**src/rtl/cdb_arbiter_pkg.sv**
```systemverilog
// ============================================================================
// cdb_arbiter_pkg : shared CDB widths, broadcast entry type and helpers
// Revision: 1.0
// ============================================================================
`default_nettype none

`ifndef CDB_DEFINES_SV
`define CDB_DEFINES_SV
`define REG_VAL_WIDTH          32
`define PHYSICAL_REG_NUM_WIDTH 6
`define ROB_SIZE_WIDTH         5
`define NUM_OF_ALUS            2
`define NUM_OF_MEM             2
`endif

package cdb_arbiter_pkg;

  localparam int unsigned CDB_NUM_REQ = `NUM_OF_ALUS + `NUM_OF_MEM;
  localparam int unsigned CDB_SRC_W   = $clog2(CDB_NUM_REQ);

  typedef struct packed {
    logic [`PHYSICAL_REG_NUM_WIDTH-1:0] dst_reg;
    logic [`REG_VAL_WIDTH-1:0]          val;
    logic [`ROB_SIZE_WIDTH-1:0]         tag;
    logic [CDB_SRC_W-1:0]               src;
  } cdb_entry_t;

  // Explicit wrap so non-power-of-two requester counts rotate correctly.
  function automatic int unsigned rr_wrap_inc(input int unsigned idx,
                                              input int unsigned n);
    return (idx + 1 >= n) ? 0 : idx + 1;
  endfunction

endpackage

`default_nettype wire

```
**src/rtl/cdb_arbiter_rr_priority_picker.sv**
```systemverilog
// ============================================================================
// rr_priority_picker : first set request at or after ptr, wrapping modulo N
// Revision: 1.0
// ============================================================================
`default_nettype none

module rr_priority_picker #(
  parameter int unsigned N  = 4,
  parameter int unsigned IW = (N > 1) ? $clog2(N) : 1
) (
  input  logic [N-1:0]  req_i,
  input  logic [IW-1:0] ptr_i,
  output logic [N-1:0]  gnt_o,
  output logic [IW-1:0] idx_o,
  output logic          any_o
);

  always_comb begin
    int unsigned pos;
    logic [IW-1:0] p;
    gnt_o = '0;
    idx_o = '0;
    any_o = 1'b0;
    for (int unsigned k = 0; k < N; k++) begin
      pos = 32'(ptr_i) + k;
      if (pos >= N) pos = pos - N;
      p = IW'(pos);
      if (!any_o && req_i[p]) begin
        any_o    = 1'b1;
        idx_o    = p;
        gnt_o[p] = 1'b1;
      end
    end
  end

endmodule

`default_nettype wire

```
**src/rtl/cdb_arbiter.sv**
```systemverilog
// ============================================================================
// cdb_arbiter : round-robin arbiter of FU results onto the registered CDB
// Revision: 1.0
// ============================================================================
`default_nettype none

module cdb_arbiter
  import cdb_arbiter_pkg::*;
#(
  parameter int unsigned NUM_REQ   = CDB_NUM_REQ,
  parameter int unsigned REQ_IDX_W = $clog2(NUM_REQ)
) (
  input  logic                                             clk,
  input  logic                                             reset,
  input  logic                                             flush,
  input  logic [NUM_REQ-1:0]                               req_valid,
  input  logic [NUM_REQ-1:0][`PHYSICAL_REG_NUM_WIDTH-1:0]  req_dst_reg,
  input  logic [NUM_REQ-1:0][`REG_VAL_WIDTH-1:0]           req_val,
  input  logic [NUM_REQ-1:0][`ROB_SIZE_WIDTH-1:0]          req_tag,
  output logic [NUM_REQ-1:0]                               req_ready,
  input  logic                                             cdb_ready,
  output logic                                             cdb_valid,
  output logic [`PHYSICAL_REG_NUM_WIDTH-1:0]               cdb_dst_reg,
  output logic [`REG_VAL_WIDTH-1:0]                        cdb_val,
  output logic [`ROB_SIZE_WIDTH-1:0]                       cdb_tag,
  output logic [REQ_IDX_W-1:0]                             cdb_src
);

  logic                               slot_free;
  logic [NUM_REQ-1:0]                 arb_req;
  logic [NUM_REQ-1:0]                 gnt;
  logic [REQ_IDX_W-1:0]               gnt_idx;
  logic                               gnt_any;

  logic [REQ_IDX_W-1:0]               rr_ptr_q, rr_ptr_d;
  logic                               valid_q, valid_d;
  logic [`PHYSICAL_REG_NUM_WIDTH-1:0] dst_q, dst_d;
  logic [`REG_VAL_WIDTH-1:0]          val_q, val_d;
  logic [`ROB_SIZE_WIDTH-1:0]         tag_q, tag_d;
  logic [REQ_IDX_W-1:0]               src_q, src_d;

  // The slot accepts a new winner when empty or when it drains this cycle.
  assign slot_free = !valid_q || cdb_ready;
  assign arb_req   = (slot_free && !flush && !reset) ? req_valid : '0;

  rr_priority_picker #(
    .N  (NUM_REQ),
    .IW (REQ_IDX_W)
  ) u_picker (
    .req_i (arb_req),
    .ptr_i (rr_ptr_q),
    .gnt_o (gnt),
    .idx_o (gnt_idx),
    .any_o (gnt_any)
  );

  assign req_ready = gnt;

  always_comb begin
    rr_ptr_d = rr_ptr_q;
    valid_d  = valid_q;
    dst_d    = dst_q;
    val_d    = val_q;
    tag_d    = tag_q;
    src_d    = src_q;
    if (flush) begin
      valid_d = 1'b0;
    end else if (slot_free) begin
      if (gnt_any) begin
        valid_d  = 1'b1;
        dst_d    = req_dst_reg[gnt_idx];
        val_d    = req_val[gnt_idx];
        tag_d    = req_tag[gnt_idx];
        src_d    = gnt_idx;
        rr_ptr_d = REQ_IDX_W'(rr_wrap_inc(32'(gnt_idx), NUM_REQ));
      end else begin
        valid_d = 1'b0;
      end
    end
  end

  always_ff @(posedge clk) begin
    if (reset) begin
      rr_ptr_q <= '0;
      valid_q  <= 1'b0;
      dst_q    <= '0;
      val_q    <= '0;
      tag_q    <= '0;
      src_q    <= '0;
    end else begin
      rr_ptr_q <= rr_ptr_d;
      valid_q  <= valid_d;
      dst_q    <= dst_d;
      val_q    <= val_d;
      tag_q    <= tag_d;
      src_q    <= src_d;
    end
  end

  assign cdb_valid   = valid_q;
  assign cdb_dst_reg = dst_q;
  assign cdb_val     = val_q;
  assign cdb_tag     = tag_q;
  assign cdb_src     = src_q;

endmodule

`default_nettype wire

```
**config.mk**
```make
export PLATFORM = sky130hd
export DESIGN_NAME = cdb_arbiter
export DESIGN_NICKNAME = d
export VERILOG_FILES = /design/src/rtl/cdb_arbiter_pkg.sv /design/src/rtl/cdb_arbiter_rr_priority_picker.sv /design/src/rtl/cdb_arbiter.sv
export SDC_FILE = /design/constraint.sdc
export NUM_CORES = 1
export LEC_CHECK = 0
export CORE_AREA = 5 5 104 106
export CTS_BUF_LIST = sky130_fd_sc_hd__clkbuf_8
export DETAILED_ROUTE_END_ITERATION = 16
export DIE_AREA = 0 0 109 111
export MAX_ROUTING_LAYER = met4
export PLACE_DENSITY = 0.87
export SLEW_MARGIN = 10
export SYNTH_ARGS = -nofsm -noshare
export SYNTH_HDL_FRONTEND = slang
export SYNTH_HIERARCHICAL = 1
export SYNTH_SLANG_ARGS = --single-unit
```
**constraint.sdc**
```tcl
create_clock -name clk -period 3.1 [get_ports clk]
set_clock_uncertainty 0.1 [all_clocks]
set_input_delay 0.31 -clock clk [delete_from_list [all_inputs] [get_ports clk]]
set_output_delay 0.31 -clock clk [all_outputs]
set_load 0.005 [all_outputs]
```
-- After elaboration in Yosys (flattened, before gate mapping)
Index checks and enable logic that the tools add are counted.
- output and inout bits: 50
- flip-flop bits (word level): 48
- word-level logic and storage cells: 91
- bitwise operators: 4
- muxes and demuxes: 41
- reduce and logical (&&, ||, !) cells: 18
- add/sub/neg operators: 8
- $lt $le $gt $ge: 14
- operators by type and width (operator ; number):
    $bmux 32 s2 ; 1
    $mux 32 ; 1
    $mux 4 ; 5
    $mux 2 ; 9
    $lt 2x3->1 const B ; 5
    $mux 1 ; 13
    $bmux 6 s2 ; 1
    $ge 3x3->1 const B ; 4
    $or 4x4->4 ; 3
    $bmux 5 s2 ; 1
    $logic_and 1x1->1 ; 9
    $bmux 1 s2 ; 4
    $demux 1 s2 ; 4
    $ge 2x1->1 const B ; 4
    $sub 2x1->2 const B ; 4
    $add 2x1->3 const B ; 2
    $add 2x2->3 const B ; 2
    $logic_not 1->1 ; 6
    $mux 6 ; 1
    $mux 5 ; 1
    $ge 2x3->1 const B ; 1
    $reduce_and 3->1 ; 1
    $reduce_or 2->1 ; 1
    $logic_or 1x1->1 ; 1
    $not 1->1 ; 1

-- Longest topological paths before layout
Gate-level depths: netlist of the first run.
- word-level depth: 20
- gate-level depth with buffers: 14

-- Cells and area by module
Netlist of the first run, hierarchy kept.
- by module, submodules not included (module ; area an instance (µm²) ; times used ; cells an instance ; seq. area each (µm²)):
    cdb_arbiter ; 2635.0 ; 1 ; 181 ; 960.9
    rr_priority_picker ; 421.7 ; 1 ; 45 ; 0.0

-- Least setup slack after synthesis of the first run
No wires, ideal clock.
- path kind: reg2reg
- from: reg valid_q, in the netlist cdb_valid
- to: reg dst_q[5], in the netlist cdb_dst_reg[5]
- buffers on the path: 4
- required time: 2883 ps
- setup slack: -262 ps
- library setup time: 117 ps
- data arrival time: 3145 ps
- stages on the path, launching flop included: 12
- cells stage by stage: dfxtp_1 > nor2b_1 > clkbuf_1 > nor3_1 > and2_1 > mux4_2 > clkbuf_1 > o31ai_1 > buf_4 > buf_6 > mux4_2 > a22o_1
- longest elaborated chain between the ends: 19
- ends and longest elaborated chain (item ; line ; text):
    start, declared ; cdb_arbiter.sv:36 ; logic valid_q, valid_d;
    start signal, assigned ; cdb_arbiter.sv:92 ; valid_q <= valid_d;
    $logic_not 1->1 * ; cdb_arbiter.sv:43 ; assign slot_free = !valid_q || cdb_ready;
    $logic_or 1x1->1 * ; cdb_arbiter.sv:43 ;
    $logic_and 1x1->1 * (2 in a row) ; cdb_arbiter.sv:44 ; assign arb_req = (slot_free && !flush && !reset) ? req_valid : '0;
    $mux 4 * ; cdb_arbiter.sv:44 ;
    via arb_req[3] ; cdb_arbiter.sv:30 ; logic [NUM_REQ-1:0] arb_req;
    $bmux 1 s2 ; cdb_arbiter_rr_priority_picker.sv:28 ; if (!any_o && req_i[p]) begin
    $mux 1 (not written as such) ; cdb_arbiter_rr_priority_picker.sv:28 ;
    $mux 1 ; cdb_arbiter_rr_priority_picker.sv:28 ;
    [... 4 more ...] ; -- ;
    $logic_and 1x1->1 ; cdb_arbiter_rr_priority_picker.sv:28 ;
    $mux 1 ; cdb_arbiter_rr_priority_picker.sv:28 ;
    $logic_not 1->1 ; cdb_arbiter_rr_priority_picker.sv:28 ;
    $logic_and 1x1->1 ; cdb_arbiter_rr_priority_picker.sv:28 ;
    $mux 2 * ; cdb_arbiter_rr_priority_picker.sv:28 ;
    via gnt_idx[0] ; cdb_arbiter.sv:32 ; logic [REQ_IDX_W-1:0] gnt_idx;
    $bmux 6 s2 * ; cdb_arbiter.sv:71 ; dst_d = req_dst_reg[gnt_idx];
    $mux 6 (not written as such) * ; cdb_arbiter.sv:71 ;
    end signal, assigned ; cdb_arbiter.sv:93 ; dst_q <= dst_d;
    end, declared ; cdb_arbiter.sv:37 ; logic [`PHYSICAL_REG_NUM_WIDTH-1:0] dst_q, dst_d;
Mark *: on every way through the listed nets, which the timed path passes. The rest lies on a longest branch. The select of a mux whose other input is x is not followed.
A chain may end at the register's enable or synchronous reset.

-- Worst setup path after layout of the first run
- from: reg valid_q, in the netlist cdb_valid
- to: reg val_q[22], in the netlist cdb_val[22]
- longest elaborated chain between the ends: 19
- ends and longest elaborated chain (item ; line ; text):
    $logic_not 1->1 * ; cdb_arbiter.sv:43 ;
    $logic_or 1x1->1 * ; cdb_arbiter.sv:43 ;
    $logic_and 1x1->1 * (2 in a row) ; cdb_arbiter.sv:44 ;
    $mux 4 * ; cdb_arbiter.sv:44 ;
    via arb_req[1] ; cdb_arbiter.sv:30 ;
    $bmux 1 s2 ; cdb_arbiter_rr_priority_picker.sv:28 ;
    $mux 1 (not written as such) ; cdb_arbiter_rr_priority_picker.sv:28 ;
    $mux 1 ; cdb_arbiter_rr_priority_picker.sv:28 ;
    [... 4 more ...] ; -- ;
    $logic_and 1x1->1 ; cdb_arbiter_rr_priority_picker.sv:28 ;
    $mux 1 ; cdb_arbiter_rr_priority_picker.sv:28 ;
    $logic_not 1->1 ; cdb_arbiter_rr_priority_picker.sv:28 ;
    $logic_and 1x1->1 ; cdb_arbiter_rr_priority_picker.sv:28 ;
    $mux 2 * ; cdb_arbiter_rr_priority_picker.sv:28 ;
    via gnt_idx[0] ; cdb_arbiter.sv:32 ;
    $bmux 32 s2 * ; cdb_arbiter.sv:72 ; val_d = req_val[gnt_idx];
    $mux 32 (not written as such) * ; cdb_arbiter.sv:72 ;
    end signal, assigned ; cdb_arbiter.sv:94 ; val_q <= val_d;
    end, declared ; cdb_arbiter.sv:38 ; logic [`REG_VAL_WIDTH-1:0] val_q, val_d;
Marks and branches as above.

==> impl_metrics.ini, run 1 <==
[setup_path]
r2r_start = cdb_valid$_SDFFE_PP0P_
cp_slowest_cell = mux4_2
path_max_fanout = 8
crit_family = multiplexers
cp_slowest_stage_delay_ns = 0.52
critPathArrivalTime_ns = 3.10
setup.worst_path.start_class = flop
crit_path_start = cdb_valid$_SDFFE_PP0P_
crit_required_ns = 3.20
cp_num_buf_inv = 3
cp-end-kind = flop
crit_chain = nor2b_4, nor3_4, and2_4, mux4_2, buf_6, nor2b_4, nor2_2, o31ai_4, buf_6, buf_12, mux4_2, a22o_1
worstSetupPathType = reg2reg

[finish]
stdcell_area_um2 = 6015
diodes = 0
largest_reg_flops = 32
drive_gt1_share_pct = 24.68
area_growth_pct = 96.77
nets = 659
stdcell_count = 607

[drt]
vias = 3187
antenna_left = 0
viasPerCell = 5.250
drc = 0
post_drt_wl_per_cell_um = 21.60
routed_wl_um = 13110
drt-initial-drc-count = 141
dr.pass1.iters = 4

[cts]
cts_root_buffer = clkbuf_8
cts_buffer_depth = 2
cts_sinks = 48
clock_latency_ns = 0.29
clkTransAtPathRegs_ns = 0.10
numCtsBuffers = 5
cts_tree = done
h-tree-depth = 2

[pwr]
p_switching_mw = 0.8666
p_int_mw = 2.014
pwr-share-comb_pct = 56.2
switching_share_pct = 30.09
leakagePower_nw = 2.172
seqPwrFrac_pct = 26.7
p_clk_share_pct = 17.1
power_density_nw_per_um2 = 478.9
vdd_drop_max_uv = 271.9

[yosys]
ys.flop_type = dfxtp_1
yosysWarnings = 6
synth_enable_flop_cells = 0
syn_avg_cell_area_um2 = 13.53
synthCells = 226
syn_area_um2 = 3057
netlist-cell-type-count = 32
async_flop_share_pct = 0
seq_area_frac_synth_pct = 31.44
synth-seq-cells = 48
syn-num-nets = 412

[placement]
port_buffers = 229
dp_cells = 587
hpwl_um = 10270
dpl_cell_area_um2 = 5654
gp_congestion = 0.8522

[timing]
holdWs_ns = 0.3869
finalHoldViolCount = 0
maxSlewViolCount = 0
setup_viol = 0
period_share_pct = 96.77
fin_crit_ns = 3.000
worstMarginPinSlew_ns = 0.4592
relSlewSlack_pct = 68.51
rsz0062_at_grt = yes
fmax_mhz = 333.3

[grt]
grt_max_degree = 25
grt_first_pass_wirelength_um = 19490
track_usage_pct = 21.10
overflow = 0
antenna_found_initial = 0
grt_pass1_vias = 3520

[die]
fp.dieW_um = 109
die_h_um = 111
placementRows = 36
initial_utilization_pct = 31.56
fp.dieArea_um2 = 12100
core_area_um2 = 9684
ioPinCount = 230

[run_status]
status = completed

[job]
cap_violations = 0

[hold_path]
worstHoldPathType = reg2reg
min_from = cdb_dst_reg[0]$_SDFFE_PP0P_
## cells in the final DEF, fill, tap and decap left out, types with 4 or more instances in the layout
cell             Yosys  layout
buf_6               10       4
ha_1                 6       6
buf_12               0      10
nand4_1              4       4
a22o_1              43      43
mux4_2              45      46
clkdlybuf4s50_1      0     222
dfxtp_1             48      47
and2_4               0       4
o31ai_1              5       4
clkbuf_8             0       6
a22oi_1              8       6
buf_4                2      17
## layout make-up
| cell class | count | area (um2) |
|---|---|---|
| Fill cell | 735 | 3670 |
| Tap cell | 133 | 166.4 |
| Timing Repair Buffer | 264 | 2746 |
| Sequential cell | 48 | 962.2 |
| Multi-Input combinational cell | 149 | 1999 |
| Inverter | 5 | 18.77 |
| Clock buffer | 6 | 82.58 |
| Clock inverter | 2 | 38.79 |
## routing by layer
layer | wire [um] | GRT usage, % | part of all wire (%) | up-vias
met5 | 0 | - | 0 | -
met4 | 274 | 5.135 | 2.1 | 0
met3 | 1083 | 4.950 | 8.3 | 20
met2 | 7102 | 38.29 | 54 | 135
met1 | 4650 | 22.82 | 35 | 1587
li1 | - | - | - | 1445
## Yosys cell counts (2+ instances only)
cell	instances	area share, %
dfxtp_1	48	31
mux4_2	45	33
a22o_1	43	12
buf_6	10	3.7
a22oi_1	8	2.0
clkbuf_1	7	0.86
ha_1	6	2.5
buf_2	5	0.82
o21ai_0	5	0.82
o31ai_1	5	1.2
a21oi_1	4	0.65
and2_1	4	0.82
nand4_1	4	0.82
nor2_1	4	0.49
inv_1	3	0.37
nand2b_1	3	0.61
buf_4	2	0.49
inv_2	2	0.25
mux2i_1	2	0.65
mux4_1	2	1.7
nor2b_1	2	0.41
nor3_1	2	0.33
## metrics by stage
| step | setup slack [ns] | setup TNS [ns] | power (mW) | util, % |
|---|---|---|---|---|
| floorplan | 0.003141 | 0 | 1.619 | - |
| global placement | -0.3527 | -14.42 | 2.195 | 58.39 |
| detailed placement | -0.3736 | -15.96 | 2.237 | 58.39 |
| CTS | 0.003675 | 0 | 2.827 | 60.92 |
| global route | -0.03018 | -0.09383 | 3.048 | 62.11 |
| finish | 0.09999 | 0 | 2.881 | 62.11 |
## logic make-up (layout without fill, tap and decap cells)
kind of cell	after synthesis	count (layout)	synth area share (%)
mux	50	50	35.90
compound gates	70	70	18.30
flops	48	48	31.44
fa+ha+maj	6	6	2.456
simple gates	23	23	5.444
buf+inv	29	277	6.467
## power groups by stage
| stage | Clock, mW | Combinational (mW) | Sequential (mW) |
|---|---|---|---|
| 3_5_place_dp | 0 | 1.46 | 0.781 |
| 3_3_place_gp | 0 | 1.42 | 0.777 |
| 6_report | 0.492 | 1.62 | 0.769 |
| 2_1_floorplan | 0 | 0.831 | 0.788 |
| 5_1_grt | 0.534 | 1.73 | 0.780 |
| 4_1_cts | 0.504 | 1.55 | 0.768 |
## path summary, 6_finish.rpt
path	endpoint	slack, ns	cells after the start
hold reg to reg	cdb_dst_reg[0]$_SDFFE_PP0P_	0.39	1
setup reg to reg	cdb_val[22]$_SDFFE_PP0P_	0.1	12
setup / recovery	cdb_val[22]$_SDFFE_PP0P_	0.1	12
hold / removal	cdb_dst_reg[0]$_SDFFE_PP0P_	0.39	1
## repair_timing
action                                  CTS  global route
setup buffers                             5             3
gates cloned                              2             2
pin swaps                                 3             9
resized for setup                        18            26
endpoints found under the setup margin   33            47
hold buffers                              0             0
Note: power is estimated with default switching activity, not from simulation.
==> inputs of run 2 (changes only) <==
--- a/config.mk
+++ b/config.mk
@@ -5,12 +5,14 @@
 export SDC_FILE = /design/constraint.sdc
 export NUM_CORES = 1
 export LEC_CHECK = 0
-export CORE_AREA = 5 5 104 106
+export CELL_PAD_IN_SITES_DETAIL_PLACEMENT = 1
+export CELL_PAD_IN_SITES_GLOBAL_PLACEMENT = 2
+export CORE_AREA = 5 5 137 139
 export CTS_BUF_LIST = sky130_fd_sc_hd__clkbuf_8
 export DETAILED_ROUTE_END_ITERATION = 16
-export DIE_AREA = 0 0 109 111
+export DIE_AREA = 0 0 142 144
 export MAX_ROUTING_LAYER = met4
-export PLACE_DENSITY = 0.87
+export PLACE_DENSITY = 0.85
 export SLEW_MARGIN = 10
 export SYNTH_ARGS = -nofsm -noshare
 export SYNTH_HDL_FRONTEND = slang
==> impl_metrics.ini, run 2 (synthesized netlist as in run 1, its figures left out) <==
[run_status]
status = finished, violations left
violations = negative setup slack

[die]
core_area_um2 = 17530
fp.dieW_um = 142
ioPinCount = 230
die_h_um = 144
placementRows = 49
fp.dieArea_um2 = 20450
initial_utilization_pct = 17.43

[pwr]
seqPwrFrac_pct = 25.6
power_mw = 3.006
p_clk_share_pct = 16.5
p_switching_mw = 0.9208
power_density_nw_per_um2 = 479.6
leakagePower_nw = 2.240
pwr-share-comb_pct = 57.9
switching_share_pct = 30.63
p_int_mw = 2.085
vdd_drop_max_uv = 193.4

[finish]
nets = 669
stdcell_count = 713
nFillCells = 1917
final_common_cell = clkdlybuf4s50_1
largest_reg_flops = 32
area_growth_pct = 105.0
diodes = 0
final_cell_mix = clkdlybuf4s50_1 (222), dfxtp_1 (47), mux4_2 (46)
stdcell_area_um2 = 6267
utilization_pct = 35.74
drive_gt1_share_pct = 26.24

[drt]
drt-initial-drc-count = 71
antenna_left = 0
post_drt_wl_per_cell_um = 20.61
dr.pass1.iters = 4
viasPerCell = 4.564
routed_wl_um = 14700
drc = 0
vias = 3254

[setup_path]
crit_chain = nor2b_4, nor3_4, and2_4, mux4_2, buf_4, nor4_1, nor2_1, a32o_2, buf_8, clkbuf_16, mux4_2, a22o_1
cp_slowest_stage_delay_ns = 0.48
setup.worst_path.start_class = flop
path_common_cell = mux4_2
path_max_fanout = 5
critPathArrivalTime_ns = 3.21
cp-end-kind = flop
cp_slowest_cell = mux4_2
worstSetupPathType = reg2reg
crit_required_ns = 3.20

[timing]
rsz0062_at_grt = yes
holdWs_ns = 0.3858
relSlewSlack_pct = 75.22
maxSlewViolCount = 0
tns_ns = -0.009362
setup_viol = 2
worstMarginPinSlew_ns = 0.3690
fin_crit_ns = 3.105
fin_ws_ns = -0.005069
finalHoldViolCount = 0
period_share_pct = 100.2
fmax_mhz = 322.1

[placement]
port_buffers = 229
dp_cells = 685
pre_cts_slack_ns = -0.5126
hpwl_um = 11310
gp_congestion = 0.8841
dpl_cell_area_um2 = 5777

[grt]
track_usage_pct = 13.81
grt_max_degree = 26
grt_first_pass_wirelength_um = 21290
grt_pass1_vias = 3611
antenna_found_initial = 0
overflow = 0

[cts]
cts_buffer_depth = 2
cts_root_buffer = clkbuf_8
clkTransAtPathRegs_ns = 0.10
h-tree-depth = 2
hold_buffers = 0
clock_latency_ns = 0.30
cts_sinks = 48
cts_tree = done
numCtsBuffers = 5

[hold_path]
worstHoldPathType = reg2reg

[job]
cap_violations = 0
==> run 2: cell count changes in the layout (fill, tap and decap cells not counted), moves of 2 or more <==
cell	previous run	this run
a22oi_1	6	8
a22oi_2	2	0
buf_16	2	4
buf_2	3	0
buf_4	17	22
buf_6	4	6
clkbuf_2	1	4
o21ai_0	1	4
o21ai_1	3	0
==> run 2: worst max-delay path, delay by kind of cell, from the launching register on <==
kind / cells / cell delay (ns)
AO/OA/AOI/OAI: 2 / 0.48
buffers and inverters: 3 / 0.51
AND/OR/NAND/NOR: 5 / 0.80
multiplexers: 2 / 0.77
flip-flops: 1 / 0.34
==> run 2: power by group through the flow <==
stage	registers (mW)	logic, mW	clock network, mW
5_1_grt	0.781	1.86	0.535
2_1_floorplan	0.788	0.831	0
3_3_place_gp	0.780	1.45	0
4_1_cts	0.771	1.73	0.522
6_report	0.770	1.74	0.496
3_5_place_dp	0.786	1.48	0
==> run 2: what timing repair did <==
action,in CTS,in global routing
endpoints found under the setup margin,47,49
buffers inserted,13,2
gates cloned,4,3
gates resized for setup,27,17
pin swaps,4,5
==> run 2: cell type report <==
| cell class | count | area (um2) | area share (%) |
|---|---|---|---|
| Clock buffer | 6 | 82.58 | 1.318 |
| Sequential cell | 48 | 962.2 | 15.35 |
| Multi-Input combinational cell | 149 | 1997 | 31.86 |
| Clock inverter | 2 | 38.79 | 0.6189 |
| Timing Repair Buffer | 274 | 2882 | 45.98 |
| Tap cell | 229 | 286.5 | 4.572 |
| Inverter | 5 | 18.77 | 0.2995 |
==> run 2: path summary, 6_finish.rpt <==
check	startpoint	end	slack, ns	depth (start not counted)
worst max register to register	cdb_valid$_SDFFE_PP0P_	cdb_val[24]$_SDFFE_PP0P_	-0.005	12
worst min-delay path	cdb_src[0]$_SDFFE_PP0P_	cdb_src[0]$_SDFFE_PP0P_	0.39	2
worst max-delay path	cdb_valid$_SDFFE_PP0P_	cdb_val[24]$_SDFFE_PP0P_	-0.005	12
worst min register to register	cdb_src[0]$_SDFFE_PP0P_	cdb_src[0]$_SDFFE_PP0P_	0.39	2
==> run 2: routing by layer <==
| metal | global-route usage (%) | wire (um) | up-vias |
|---|---|---|---|
| li1 | - | - | 1473 |
| met1 | 15.39 | 5669 | 1623 |
| met2 | 25.42 | 7853 | 141 |
| met3 | 2.811 | 910 | 17 |
| met4 | 3.131 | 263 | 0 |
| met5 | - | 0 | - |
==> RTL change: new RTL, flow settings as in run 1 <==
Change the macro `ROB_SIZE_WIDTH` from 5 to 10.
--- a/src/rtl/cdb_arbiter_pkg.sv
+++ b/src/rtl/cdb_arbiter_pkg.sv
@@ -8,7 +8,7 @@
 `define CDB_DEFINES_SV
 `define REG_VAL_WIDTH          32
 `define PHYSICAL_REG_NUM_WIDTH 6
-`define ROB_SIZE_WIDTH         5
+`define ROB_SIZE_WIDTH         10
 `define NUM_OF_ALUS            2
 `define NUM_OF_MEM             2
 `endif
Interface: changed (resized cdb_tag and req_tag); port bits go from 230 to 255. The function was not compared with the original's and may differ.
==> RTL change against run 1 <==
  * Sequential cell count increased by 5
  * Total power up 1.0%
  * Critical endpoint is now cdb_dst_reg[0]$_SDFFE_PP0P_
  * Wire length increased by 8.2%
  * Via count is 8.5% higher
  * Highest routed layer unchanged
  * Design area up 5.7%
  * Setup slack worse by 0.042 ns
  * Area after synthesis increased by 7.8%
  * Global-route usage rose by 1.5 points
==> RTL change: results (changes against run 1) <==
### Status
- **outcome** complete, no violations

### Routing
- **total wire length after detailed routing** 14200 um, +8.2%
- **via count** 3459, +8.5%
- **metal1 wirelength** 4910 um, +5.6%
- **final routed wire length divided by cell count** 22.1 um, +2.5%
- **count of routing violations after the opening detailed-route iteration** 186, +32%

### GRT
- **overall fraction of global-route tracks in use** 22.6%, +1.5 points
- **met1 Resource Use GR** 23.4%, +0.62 points
- **met3 demand-to-capacity share in global routing** 6.52%, +1.6 points

### Placement
- **input/output buffers** 254, +11%

### Setup path
- **Crit path arrival time** 3.15 ns, +0.05 ns
- **launch point of the critical path** reset
- **Critical Path Slowest Stage Cell** clkdlybuf4s50_1

### Yosys
- **sequential fraction of the synthesis area** 32.2%, +0.76 points
- **synthesized-area fraction occupied by ao, oa, aoi and oai cells** 18.3%, about the same
- **number of nets produced by synthesis** 449, +9.0%
- **Synth cell types** 33, +3.1%
- **adder-cell area share of the yosys netlist** 2.28%, -0.18 points

### Pwr
- **relative contribution of the clock network to total power** 14.3%, -2.8 points
- **leakage power** 2.29 nW, +5.3%
- **maximum vdd ir drop** 0.266 mV, -2.0%

### Cells and area
- **nets** 714, +8.3%
- **share of post-route cells with drive strength above 1** 21.9%, -2.8 points

### Clocking
- **insertion delay of the later-clocked pin in the worst-skew pair** 0.31 ns, +0.02 ns
- **number of buffers added for setup after CTS** 1, -4

### Worst hold path
- **min-delay src** cdb_tag[0]$_SDFFE_PP0P_

[RTL change: logic make-up after synthesis]
logic type | count (synthesis)
simple gates | 23
compound gates | 75
flops | 53
fa+ha+maj | 6
buf+inv | 31
mux | 55
[RTL change: area by class of cell]
class	instances	share of cell area [%]
Tap cell	133	2.62
Multi-Input combinational cell	159	33.4
Clock inverter	1	0.118
Sequential cell	53	16.7
Clock buffer	6	1.30
Inverter	5	0.295
Timing Repair Buffer	284	45.5
[RTL change: path summary, 6_finish.rpt]
check	to	slack, ns
max reg2reg	cdb_dst_reg[0]$_SDFFE_PP0P_	0.10
max	cdb_dst_reg[0]$_SDFFE_PP0P_	0.06
min reg2reg	cdb_tag[0]$_SDFFE_PP0P_	0.39
min	cdb_tag[0]$_SDFFE_PP0P_	0.39
